`config.mk`:
```
export PLATFORM = sky130hd
export DESIGN_NAME = step_dec
export DESIGN_NICKNAME = d
export VERILOG_FILES = /design/src/rtl/step_dec_pkg.sv /design/src/rtl/step_dec_onehot_dec.sv /design/src/rtl/step_dec.sv
export SDC_FILE = /design/constraint.sdc
export NUM_CORES = 1
export LEC_CHECK = 0
export ABC_AREA = 0
export BUFFER_PORTS_ARGS = -buffer_cell sky130_fd_sc_hd__buf_2
export CORE_AREA = 2 2 39 41
export DETAILED_ROUTE_END_ITERATION = 16
export DIE_AREA = 0 0 41 43
export HOLD_SLACK_MARGIN = 0.12
export PLACE_DENSITY = 0.76
export SYNTH_ARGS = -nofsm -noshare
export SYNTH_HDL_FRONTEND = slang
export SYNTH_SLANG_ARGS = --single-unit
```
`constraint.sdc`:
```
create_clock -name Clock -period 4.6 [get_ports Clock]
set_clock_uncertainty 0.15 [all_clocks]
set_input_delay 0.69 -clock Clock [delete_from_list [all_inputs] [get_ports Clock]]
set_output_delay 0.69 -clock Clock [all_outputs]
set_load 0.02 [all_outputs]
```
`src/rtl/step_dec_pkg.sv`:
```
// Shared definitions for the stepping one-hot decoder: state encoding and
// a width-generic one-hot bit helper.
package step_dec_pkg;

    // Decoder state encoding
    localparam logic [0:0] IDLE = 1'b0;
    localparam logic [0:0] RUN  = 1'b1;

    // One bit of a one-hot decode: high when enabled and the index hits pos.
    // Taking plain integers keeps it usable for any index width.
    function automatic logic onehot_bit(input int unsigned idx,
                                        input int unsigned pos,
                                        input logic        en);
        return en && (idx == pos);
    endfunction

endpackage

```
`src/rtl/step_dec_onehot_dec.sv`:
```
// Combinational SEL_W-to-2**SEL_W one-hot decoder with enable; y[i] is high
// exactly when enable is set and index == i. Generalises the old fixed
// 3-to-8 decoder.
module onehot_dec
    import step_dec_pkg::*;
#(
    parameter int unsigned SEL_W = 3
) (
    input  logic [SEL_W-1:0]     index,
    input  logic                 enable,
    output logic [0:(2**SEL_W)-1] y
);

    localparam int unsigned N = 2 ** SEL_W;

    // One decode term per output position
    for (genvar i = 0; i < N; i++) begin : g_bit
        assign y[i] = onehot_bit(32'(index), 32'(i), enable);
    end

endmodule

```
`src/rtl/step_dec.sv`:
```
// Stepping one-hot decoder. Holds an index and an IDLE/RUN flag; Clear,
// Load and Adv (in that priority, gated by En) move it. Y, Idx and Last
// come straight from flops, so no input reaches Y in the same cycle.
// Build option: STEP_WRAP_EN -- when defined, Adv at the top index wraps
// to 0 and keeps running; otherwise it ends the sequence (back to IDLE).
module step_dec
    import step_dec_pkg::*;
#(
    parameter int unsigned SEL_W = 3
) (
    input  logic                  Clock,
    input  logic                  Reset,
    input  logic                  En,
    input  logic                  Clear,
    input  logic                  Load,
    input  logic [SEL_W-1:0]      W,
    input  logic                  Adv,
    output logic [0:(2**SEL_W)-1] Y,
    output logic [SEL_W-1:0]      Idx,
    output logic                  Active,
    output logic                  Last
);

    localparam int unsigned N = 2 ** SEL_W;
    localparam logic [SEL_W-1:0] IDX_MAX = SEL_W'(N - 1);

    logic [0:0]       state, state_nx;
    logic [SEL_W-1:0] idx, idx_nx;
    logic [0:N-1]     y_q, y_nx;
    logic             last_q, last_nx;

    // State, index and decoded outputs; reset clears everything at once
    always_ff @(posedge Clock or posedge Reset) begin
        if (Reset) begin
            state  <= IDLE;
            idx    <= '0;
            y_q    <= '0;
            last_q <= 1'b0;
        end else begin
            state  <= state_nx;
            idx    <= idx_nx;
            y_q    <= y_nx;
            last_q <= last_nx;
        end
    end

    // Command decode: Clear > Load > Adv, all ignored while En is low
    always_comb begin
        state_nx = state;
        idx_nx   = idx;
        if (En) begin
            if (Clear) begin
                state_nx = IDLE;
                idx_nx   = '0;
            end else if (Load) begin
                state_nx = RUN;
                idx_nx   = W;
            end else if (Adv) begin
                if (state == IDLE) begin
                    state_nx = RUN;
                    idx_nx   = '0;
                end else if (idx == IDX_MAX) begin
`ifdef STEP_WRAP_EN
                    state_nx = RUN;
`else
                    state_nx = IDLE;
`endif
                    idx_nx   = '0;
                end else begin
                    idx_nx = idx + SEL_W'(1);
                end
            end
        end
    end

    // Decode the next state so the registered Y lines up with Idx/Active
    onehot_dec #(
        .SEL_W (SEL_W)
    ) u_dec (
        .index  (idx_nx),
        .enable (state_nx == RUN),
        .y      (y_nx)
    );

    // Last flag tracks the next state as well
    always_comb begin
        last_nx = (state_nx == RUN) && (idx_nx == IDX_MAX);
    end

    assign Y      = y_q;
    assign Idx    = idx;
    assign Active = (state == RUN);
    assign Last   = last_q;

endmodule

```
==> results of run 1 <==
[worst paths after layout]
check / startpoint / end / slack [ps] / depth (start not counted)
max: Idx[0] / Y[2] / 2530 / 6
min: Reset / Idx[0] / 260 / 2
max reg2reg: Idx[0] / Y[2] / 2530 / 6
min reg2reg: Idx[2] / Idx[2] / 510 / 2
max in group asynchronous: Reset / Y[6] / 3740 / 2
min in group Clock: Idx[2] / Idx[2] / 510 / 2
[sequential cells by signal (all words and copies together) (netlist names)]
name	cells
Active	1
Idx	3
Y	8
[per-layer routing]
metal	global-route usage	up-vias	share of wire
li1	-	242	-
met1	0.206	222	0.45
met2	0.231	12	0.49
met3	0	2	0.036
met4	0.0800	0	0.015
met5	0	-	0
[per-stage QoR]
step | hold slack (ps) | total power, mW
2_1_floorplan | 405 | 0.153
3_3_place_gp | 484 | 0.171
3_5_place_dp | 492 | 0.171
4_1_cts | 271 | 0.254
5_1_grt | 306 | 0.265
6_report | 257 | 0.251
[cell families (layout without fill, tap and decap cells)]
| family | after synthesis | in the layout | synth area share |
|---|---|---|---|
| simple gates | 22 | 22 | 0.215 |
| flops | 12 | 12 | 0.511 |
| compound gates | 11 | 11 | 0.181 |
| buf+inv | 7 | 31 | 0.0511 |
| fa+ha+maj | 2 | 2 | 0.0425 |
[cells in the final DEF (no fill, tap or decap), drive strengths merged]
cell type / n
and3: 1
ha: 2
and4b: 1
o311a: 1
o2111ai: 1
clkbuf: 4
nand2b: 3
and2: 1
nor2: 2
o211ai: 1
buf: 21
o21ai: 3
dfrtp: 12
nor2b: 6
o311ai: 1
inv: 6
o32a: 2
a311oi: 2
nor3: 8
[cell type report]
| class | count | area share |
|---|---|---|
| Multi-Input combinational cell | 35 | 0.347 |
| Tap cell | 16 | 0.0270 |
| Clock buffer | 4 | 0.0489 |
| Sequential cell | 12 | 0.405 |
| Inverter | 6 | 0.0304 |
| Timing Repair Buffer | 21 | 0.142 |
[power groups by stage]
stage	clock network, mW	logic, mW	registers (mW)
final	0.0817	0.0519	0.118
after global routing	0.0883	0.0579	0.119
after global placement	0	0.0512	0.120
after CTS	0.0840	0.0521	0.118
after floorplan	0	0.0244	0.128
after detailed placement	0	0.0516	0.120
[worst max-delay path, cell delays in order, from the launching register on]
cell                        delay (ps)
sky130_fd_sc_hd__dfrtp_1           420
sky130_fd_sc_hd__ha_1              210
sky130_fd_sc_hd__ha_1              260
sky130_fd_sc_hd__and3_1            200
sky130_fd_sc_hd__o311ai_2          280
sky130_fd_sc_hd__o2111ai_1         240
sky130_fd_sc_hd__nor3_1            210
==> summary.txt, run 1 <==
Timing
  • Post-Route Setup TNS: 0 ps
  • Number of endpoints with negative hold slack in the final report: 0
  • Number of slew-limit violations in the final report: 0
  • Portion of the clock cycle consumed by the worst path in the final layout: 0.450
  • Finish-stage setup viols: 0
  • Achievable Freq: 483 MHz
  • Worst Slack Setup Final: about 2500 ps
  • Transition time of the tightest slew-check pin: approximately 440 ps
  • Relative max-transition margin: 0.705
  • Minimum period implied by the final worst setup slack: 2070 ps
  • Setup repair after global routing missed its margin: false

Yosys
  • Share of synthesized registers carrying an async set or reset: 1.00
  • Number of enable flip-flop cells after synthesis: 0
  • Count of different cell masters after synthesis: 20
  • Top cell types by occurrence after synthesis: 12 x sky130_fd_sc_hd__dfrtp_1, 8 x sky130_fd_sc_hd__nor3_1, 6 x sky130_fd_sc_hd__nor2b_1
  • Net count after synthesis: 65
  • Cell taking the most area after synthesis: sky130_fd_sc_hd__dfrtp_1
  • Part of the Yosys area used for sequential elements: 0.511
  • Area share of the largest cell type after synthesis: 0.511
  • Top cells by area in the synthesized netlist: sky130_fd_sc_hd__dfrtp_1 51%, sky130_fd_sc_hd__nor3_1 6.8%, sky130_fd_sc_hd__nor2b_1 6.4%
  • Gate count after technology mapping: between 50 and 60
  • Predominant post-synthesis flop cell: sky130_fd_sc_hd__dfrtp_1
  • Synthesized area: a little under 600 um^2
  • Yosys Warn Count: 0
  • Top-count cell post-synth: sky130_fd_sc_hd__dfrtp_1
  • Total of flip-flops plus latches after synthesis: 12
  • Mean area per synthesized cell: approximately 11 um^2

Clock network
  • Clock Latency Late Sink: 270 ps
  • CTS tree: done
  • Master cell of the clock root buffer: sky130_fd_sc_hd__clkbuf_4
  • Hold buffer count at cts: 0
  • Clock-pin transition on the worst setup and hold timing paths: ~70 ps
  • Number of gates resized after CTS: 0
  • Maximum number of buffers from clock root to sink: 2
  • H-tree level count: 1
  • Clock buffers created by TritonCTS: 3
  • Clock tree sinks: 12
  • Post-CTS setup buffer count: 0

Power
  • Share of power burned in registers: 0.468
  • Proportion of power drawn by the clock network: 0.325
  • Internal Pwr Total: about 180 uW
  • Logic pwr share: 0.207
  • Power density over cell area: approximately 340 nW/um^2
  • Leak pwr: 0.394 nW
  • Switching part of the total power: 0.285
  • Switching pwr: just over 70 uW
  • Worst VDD drop: about 0.00019 V

Die
  • Initial Util: 0.425
  • Die boundary height: 43 um
  • Die width: roughly 41 um
  • Die Area: between 1500 and 2000 um^2
  • Core Footprint: 1380 um^2
  • Number of top-level design ports: 22
  • Number of placement rows: 14

Route
  • WL per Instance: 12.4 um
  • Routed wire length: between 1000 and 1500 um
  • Via density per instance: slightly above 5
  • Number of antenna-violating nets in the routed design: 0
  • Vias: between 400 and 500
  • Drc violations: 0
  • Length of the first detailed-routing pass in iterations: 4
  • Iter 0 DRT Violations: 11

Critical path
  • Element type at the critical path end: flop
  • Critical path peak fanout: 5
  • CP startpoint kind: flop
  • Kind of critical path: flop to flop
  • Critical path arrival: between 2000 and 2500 ps
  • Critical path required time: roughly 4600 ps

Place
  • GPL Wtd Cong: ~0.76
  • Pre-CTS setup slack: between 2000 and 3000 ps
  • Sum of net half-perimeters after detailed placement: 868 um
  • DP Area: 706 um^2
  • IO buf count: 21
  • Placed cells: 90

Global routing
  • Antenna violations before repair: 0
  • Wire length of the first global-routing pass: between 1500 and 2000 um
  • Largest net degree at the start of global routing: 13
  • Overall Global Routing Usage: 0.149
  • GRT overflow: 0
  • Via count of the first global-routing pass: around 460

Finish
  • Cell Count, Final, Fillers Out: 94
  • Layout cells sized above 1: 0.410
  • Ant. Diodes: 0
  • Area used by sequential logic in the layout: roughly 300 um^2
  • Layout Utilization: 0.536
  • Layout Nets: 90
  • Footprint of the multi-input gates: approximately 260 um^2
  • Number of inserted filler cells in the final layout: approximately 130
  • Layout-stage area growth over the synthesis result: 26.2%
  • Design area: 742 um^2

Job
  • Max capacitance violation total: 0

Outcome
  • Outcome: completed

Hold path
  • Classification of the worst-slack hold path: input port to asynchronous set/reset pin
No activity file was read; power rests on OpenSTA's default activity.
==> run 2: changes to the inputs <==
--- a/config.mk
+++ b/config.mk
@@ -7,11 +7,11 @@
 export LEC_CHECK = 0
 export ABC_AREA = 0
 export BUFFER_PORTS_ARGS = -buffer_cell sky130_fd_sc_hd__buf_2
-export CORE_AREA = 2 2 39 41
+export CORE_MARGIN = 2
+export CORE_UTILIZATION = 41
 export DETAILED_ROUTE_END_ITERATION = 16
-export DIE_AREA = 0 0 41 43
 export HOLD_SLACK_MARGIN = 0.12
-export PLACE_DENSITY = 0.76
+export PLACE_DENSITY = 0.74
 export SYNTH_ARGS = -nofsm -noshare
 export SYNTH_HDL_FRONTEND = slang
 export SYNTH_SLANG_ARGS = --single-unit
==> constraint.sdc (replaced) <==
create_clock -name Clock -period 1.7 [get_ports Clock]
set_clock_uncertainty 0.15 [all_clocks]
set_input_delay 0.255 -clock Clock [delete_from_list [all_inputs] [get_ports Clock]]
set_output_delay 0.255 -clock Clock [all_outputs]
set_load 0.02 [all_outputs]
==> summary.txt, run 2 (synthesis gave the netlist of run 1 again) <==
Outcome
  • Outcome: complete, but fails checks
  • Failing checks: negative setup slack

Timing
  • Number of slew-limit violations in the final report: 0
  • Transition time of the tightest slew-check pin: between 400 and 500 ps
  • Minimum period implied by the final worst setup slack: roughly 1900 ps
  • Post-Route Setup TNS: -1350 ps
  • Worst Slack Setup Final: -225 ps
  • Relative max-transition margin: 0.700
  • Achievable Freq: approximately 520 MHz
  • Portion of the clock cycle consumed by the worst path in the final layout: 1.13
  • Finish-stage setup viols: 8
  • Number of endpoints with negative hold slack in the final report: 0
  • Setup repair after global routing missed its margin: true
  • Hold slack final: 210 ps

Global routing
  • GRT overflow: 0
  • Largest net degree at the start of global routing: 13
  • Via count of the first global-routing pass: roughly 540
  • Antenna violations before repair: 0
  • Overall Global Routing Usage: 0.175
  • Wire length of the first global-routing pass: between 2000 and 2500 um

Clock network
  • Clock buffers created by TritonCTS: 3
  • Clock tree sinks: 12
  • Master cell of the clock root buffer: sky130_fd_sc_hd__clkbuf_4
  • H-tree level count: 1
  • CTS tree: done
  • Clock Latency Late Sink: roughly 260 ps
  • Post-CTS setup buffer count: 0
  • Clock-pin transition on the worst setup and hold timing paths: 70 ps
  • Maximum number of buffers from clock root to sink: 2

Critical path
  • Critical path peak fanout: 4
  • Element type at the critical path end: flop
  • Critical path arrival: around 1900 ps
  • CP startpoint kind: flop
  • Most used cell along the critical path: sky130_fd_sc_hd__ha_4
  • CP top delay family: compound AO/OA/AOI/OAI gates
  • Kind of critical path: flop to flop
  • Critical-path top delay cell: sky130_fd_sc_hd__dfrtp_2
  • Delay of the slowest cell on the worst path: around 430 ps
  • Total buffers and inverters traversed by the critical path: 0
  • Cell-by-cell trace of the critical path: ha_4 -> ha_4 -> and3_4 -> o311a_1 -> o211ai_2 -> nor3_1
  • Critical path required time: 1690 ps

Die
  • Number of placement rows: 13
  • Die boundary height: 41.9 um
  • Initial Util: 0.446
  • Die Area: about 1800 um^2
  • Number of top-level design ports: 22
  • Die width: about 42 um
  • Core Footprint: roughly 1300 um^2

Finish
  • Layout cells sized above 1: 0.549
  • Ant. Diodes: 0
  • Most common library cell in the layout ignoring fill and taps: sky130_fd_sc_hd__buf_2
  • Design area: about 860 um^2
  • Layout-stage area growth over the synthesis result: 45.5%
  • Most used cells in the layout excluding fill and tap cells: 21 x sky130_fd_sc_hd__buf_2, 10 x sky130_fd_sc_hd__dfrtp_1, 6 x sky130_fd_sc_hd__nor2b_1
  • Number of flip-flops in the largest register: 8
  • Layout Nets: between 90 and 100

Hold path
  • Classification of the worst-slack hold path: input port to flop

Place
  • GPL Wtd Cong: between 0.7 and 0.8
  • IO buf count: 21
  • DP Area: around 760 um^2

Power
  • Switching pwr: roughly 210 uW
  • Proportion of power drawn by the clock network: 0.302
  • Leak pwr: 0.412 nW
  • Logic pwr share: 0.256
  • Worst VDD drop: 0.000491 V
  • Switching part of the total power: 0.296
  • Internal Pwr Total: roughly 500 uW
  • Share of power burned in registers: 0.442
  • Power density over cell area: around 850 nW/um^2

Route
  • Iter 0 DRT Violations: 19
  • Via density per instance: between 5 and 6
  • Drc violations: 0
  • Vias: ~530
  • WL per Instance: roughly 14 um
  • Number of antenna-violating nets in the routed design: 0
  • Length of the first detailed-routing pass in iterations: 4
  • Routed wire length: between 1000 and 1500 um

Job
  • Max capacitance violation total: 0
==> run 2: changes by cell type in the layout (fill, tap and decap cells not counted), sizes merged <==
cell	before	now
buf	21	24
dlygate4sd3	0	1
==> run 2: power by group through the flow <==
stage                     Clock (mW)  Sequential, mW  Combinational (mW)
after global routing           0.233           0.322               0.205
after floorplan                    0           0.352              0.0706
final                          0.219           0.320               0.185
after detailed placement           0           0.325               0.161
after global placement             0           0.325               0.158
after CTS                      0.219           0.320               0.173
==> run 2: timing repair <==
| action | in CTS | in global routing |
|---|---|---|
| pin swaps | 3 | 3 |
| resized for setup | 4 | 4 |
| hold buffers | 1 | 0 |
| hold endpoints to repair | 12 | 0 |
| setup endpoints to repair | 8 | 9 |
==> run 2: per-stage QoR <==
step	power, mW	setup WS [ps]	util	instances
final	0.724	-225	0.650	97
after global routing	0.760	-262	0.650	97
after CTS	0.712	-202	0.632	97
after detailed placement	0.486	-218	0.576	92
after floorplan	0.422	-171	-	54
after global placement	0.483	-189	0.576	92
==> run 2: path summary, 6_finish.rpt <==
check	from	end	slack (ps)	depth (start not counted)
worst max-delay path	Idx[1]	Y[4]	-230	6
worst min register to register	Idx[2]	Idx[2]	690	3
worst min-delay path	En	Idx[2]	210	2
max in group asynchronous	Reset	Idx[1]	680	3
min in group asynchronous	Reset	Y[7]	390	3
worst max register to register	Idx[1]	Y[4]	-230	6
==> run 2: routing by layer <==
metal	up-vias	global-route usage	routed length, um
li1	251	-	-
met2	16	0.291	687
met3	2	0.0261	72
met1	257	0.233	621
met5	-	0	0
met4	0	0.0581	12
==> run 2: worst register-to-register path, stage by stage, from the launching register on <==
cell and delay (ps):
sky130_fd_sc_hd__dfrtp_2 430, sky130_fd_sc_hd__ha_4 170, sky130_fd_sc_hd__ha_4 200, sky130_fd_sc_hd__and3_4 170, sky130_fd_sc_hd__o311a_1 360, sky130_fd_sc_hd__o211ai_2 250, sky130_fd_sc_hd__nor3_1 90
==> run 2: final cells by class <==
type	count	area (um^2)
clock buffer	4	36.3
tap	15	18.8
fill	104	462
inverter	6	25.0
multi-input combinational	35	335
sequential	12	303
timing repair buffer	25	138
==> run 3: changes to the inputs <==
--- a/config.mk
+++ b/config.mk
@@ -12,6 +12,7 @@
 export DETAILED_ROUTE_END_ITERATION = 16
 export HOLD_SLACK_MARGIN = 0.12
 export PLACE_DENSITY = 0.74
+export REMOVE_ABC_BUFFERS = 1
 export SYNTH_ARGS = -nofsm -noshare
 export SYNTH_HDL_FRONTEND = slang
 export SYNTH_SLANG_ARGS = --single-unit
==> summary.txt, run 3 (synthesis gave the netlist of run 1 again) <==
Outcome
  • Outcome: complete, but fails checks
  • Failing checks: negative setup slack

Timing
  • Setup repair after global routing missed its margin: true
  • Number of endpoints with negative hold slack in the final report: 0
  • Finish-stage setup viols: 8
  • Portion of the clock cycle consumed by the worst path in the final layout: 1.10
  • Number of slew-limit violations in the final report: 0
  • Transition time of the tightest slew-check pin: 464 ps
  • Minimum period implied by the final worst setup slack: approximately 1900 ps
  • Worst Slack Setup Final: -168 ps
  • Achievable Freq: about 540 MHz
  • Relative max-transition margin: 0.690

Job
  • Max capacitance violation total: 0

Route
  • Top layer reached by signal wires: met4
  • M1 WL: between 500 and 600 um
  • Routed wire length: about 1400 um
  • WL per Instance: roughly 14 um
  • Met2 routed WL: approximately 700 um
  • Met3 WL post-DR: 66 um
  • Iter 0 DRT Violations: 1
  • Vias: 504
  • Number of antenna-violating nets in the routed design: 0
  • Drc violations: 0
  • Via density per instance: between 5 and 6
  • Length of the first detailed-routing pass in iterations: 2

Global routing
  • Antenna violations before repair: 0
  • Wire length of the first global-routing pass: 2070 um
  • Via count of the first global-routing pass: around 500
  • GRT overflow: 0
  • Overall Global Routing Usage: 0.153
  • Largest net degree at the start of global routing: 13

Clock network
  • Clock tree sinks: 12
  • Maximum number of buffers from clock root to sink: 2
  • Clock buffers created by TritonCTS: 3
  • CTS tree: done
  • H-tree level count: 1
  • Post-CTS setup buffer count: 0
  • Clock-pin transition on the worst setup and hold timing paths: 70 ps
  • Master cell of the clock root buffer: sky130_fd_sc_hd__clkbuf_4
  • Clock Latency Late Sink: around 260 ps

Finish
  • Most used cells in the layout excluding fill and tap cells: 21 x sky130_fd_sc_hd__buf_2, 12 x sky130_fd_sc_hd__dfrtp_1, 6 x sky130_fd_sc_hd__nor2b_1
  • Cell Count, Final, Fillers Out: 96
  • Layout-stage area growth over the synthesis result: 41.1%
  • Most common library cell in the layout ignoring fill and taps: sky130_fd_sc_hd__buf_2
  • Ant. Diodes: 0
  • Layout cells sized above 1: 0.519
  • Layout Utilization: 0.630
  • Layout Nets: 94
  • Number of inserted filler cells in the final layout: roughly 110
  • Number of flip-flops in the largest register: 8

Critical path
  • CP top delay family: compound AO/OA/AOI/OAI gates
  • Delay of the slowest cell on the worst path: 380 ps
  • Total buffers and inverters traversed by the critical path: 0
  • Critical path arrival: about 1900 ps
  • Cell-by-cell trace of the critical path: ha_2 -> ha_4 -> and3_4 -> o311ai_4 -> o2111ai_4 -> nor3_2
  • Kind of critical path: flop to flop
  • Critical path required time: 1740 ps
  • Element type at the critical path end: flop
  • Endpoint of the most critical register-to-register path: Y[1]
  • CP startpoint kind: flop
  • R2r setup slk: -170 ps
  • Critical-path top delay cell: sky130_fd_sc_hd__dfrtp_1
  • Critical path peak fanout: 4
  • Launching point of the worst reg2reg path: Idx[1]
  • Worst R2R Path Depth: 6

Power
  • Logic pwr share: 0.276
  • Internal Pwr Total: between 400 and 500 uW
  • Switching pwr: a little over 200 uW
  • Share of power burned in registers: 0.477
  • Worst VDD drop: around 0.00045 V
  • Leak pwr: slightly above 0.4 nW
  • Power density over cell area: between 800 and 900 nW/um^2
  • Proportion of power drawn by the clock network: 0.247
  • Switching part of the total power: 0.309

Hold path
  • Classification of the worst-slack hold path: input port to flop
  • Endpoint of the worst hold path: Idx[2]
  • Hold path start: En
  • Hold depth: 2

Place
  • IO buf count: 21
  • Placed cells: 92
  • GPL Wtd Cong: 0.739
  • Sum of net half-perimeters after detailed placement: ~900 um

Die
  • Die width: between 40 and 50 um
  • Initial Util: 0.446
  • Die boundary height: ~42 um
  • Number of placement rows: 13
  • Core Footprint: around 1300 um^2
  • Number of top-level design ports: 22
  • Die Area: between 1500 and 2000 um^2
run 3: area by class of cell:
class	count	area, um^2	share of cell area
flip-flops and latches	12	300	0.362
inverters	6	25.0	0.0302
repair buffers	25	138	0.166
multi-input cells	35	325	0.392
well taps	15	18.8	0.0226
clock buffers	3	22.5	0.0271
run 3: worst max-delay path by stage:
stage,start,end,slack [ps],depth (start not counted)
finish,Idx[1],Y[1],-170,6
global route,Idx[1],Y[1],-230,6
CTS,Idx[1],Y[3],-160,6
detailed placement,Idx[0],Y[0],-280,6
global placement,Idx[0],Y[0],-240,6
floorplan,Idx[0],Y[4],-310,6
run 3: per-stage QoR:
stage	setup WS, ps	area (um^2)	TNS (ps)	hold slack (ps)	total power, mW
floorplan	-309	581	-2490	-30.3	0.413
global placement	-244	727	-1820	120	0.472
detailed placement	-284	727	-2170	134	0.474
CTS	-157	801	-1030	153	0.651
global route	-234	830	-1730	191	0.697
finish	-168	830	-1060	165	0.664
run 3: power by group through the flow:
stage	Clock [mW]	Sequential [mW]	Combinational (mW)
3_3_place_gp	0	0.320	0.151
2_1_floorplan	0	0.348	0.0654
5_1_grt	0.178	0.319	0.199
4_1_cts	0.166	0.317	0.168
3_5_place_dp	0	0.320	0.154
6_report	0.164	0.317	0.183
run 3: routing by layer:
layer,up-vias,track usage
met2,13,0.256
met4,0,0.0581
met1,240,0.201
met5,-,0
li1,249,-
met3,2,0.0174
run 3: timing repair:
action | in CTS | in global routing
gates resized for setup | 6 | 6
endpoints found under the hold margin | 12 | 0
hold buffers | 1 | 0
endpoints found under the setup margin | 9 | 9
pin swaps | 7 | 4
run 3: worst register-to-register path, stage by stage (launching register included):
cell and delay (ps):
sky130_fd_sc_hd__dfrtp_1 380, sky130_fd_sc_hd__ha_2 200, sky130_fd_sc_hd__ha_4 210, sky130_fd_sc_hd__and3_4 190
sky130_fd_sc_hd__o311ai_4 280, sky130_fd_sc_hd__o2111ai_4 210, sky130_fd_sc_hd__nor3_2 190
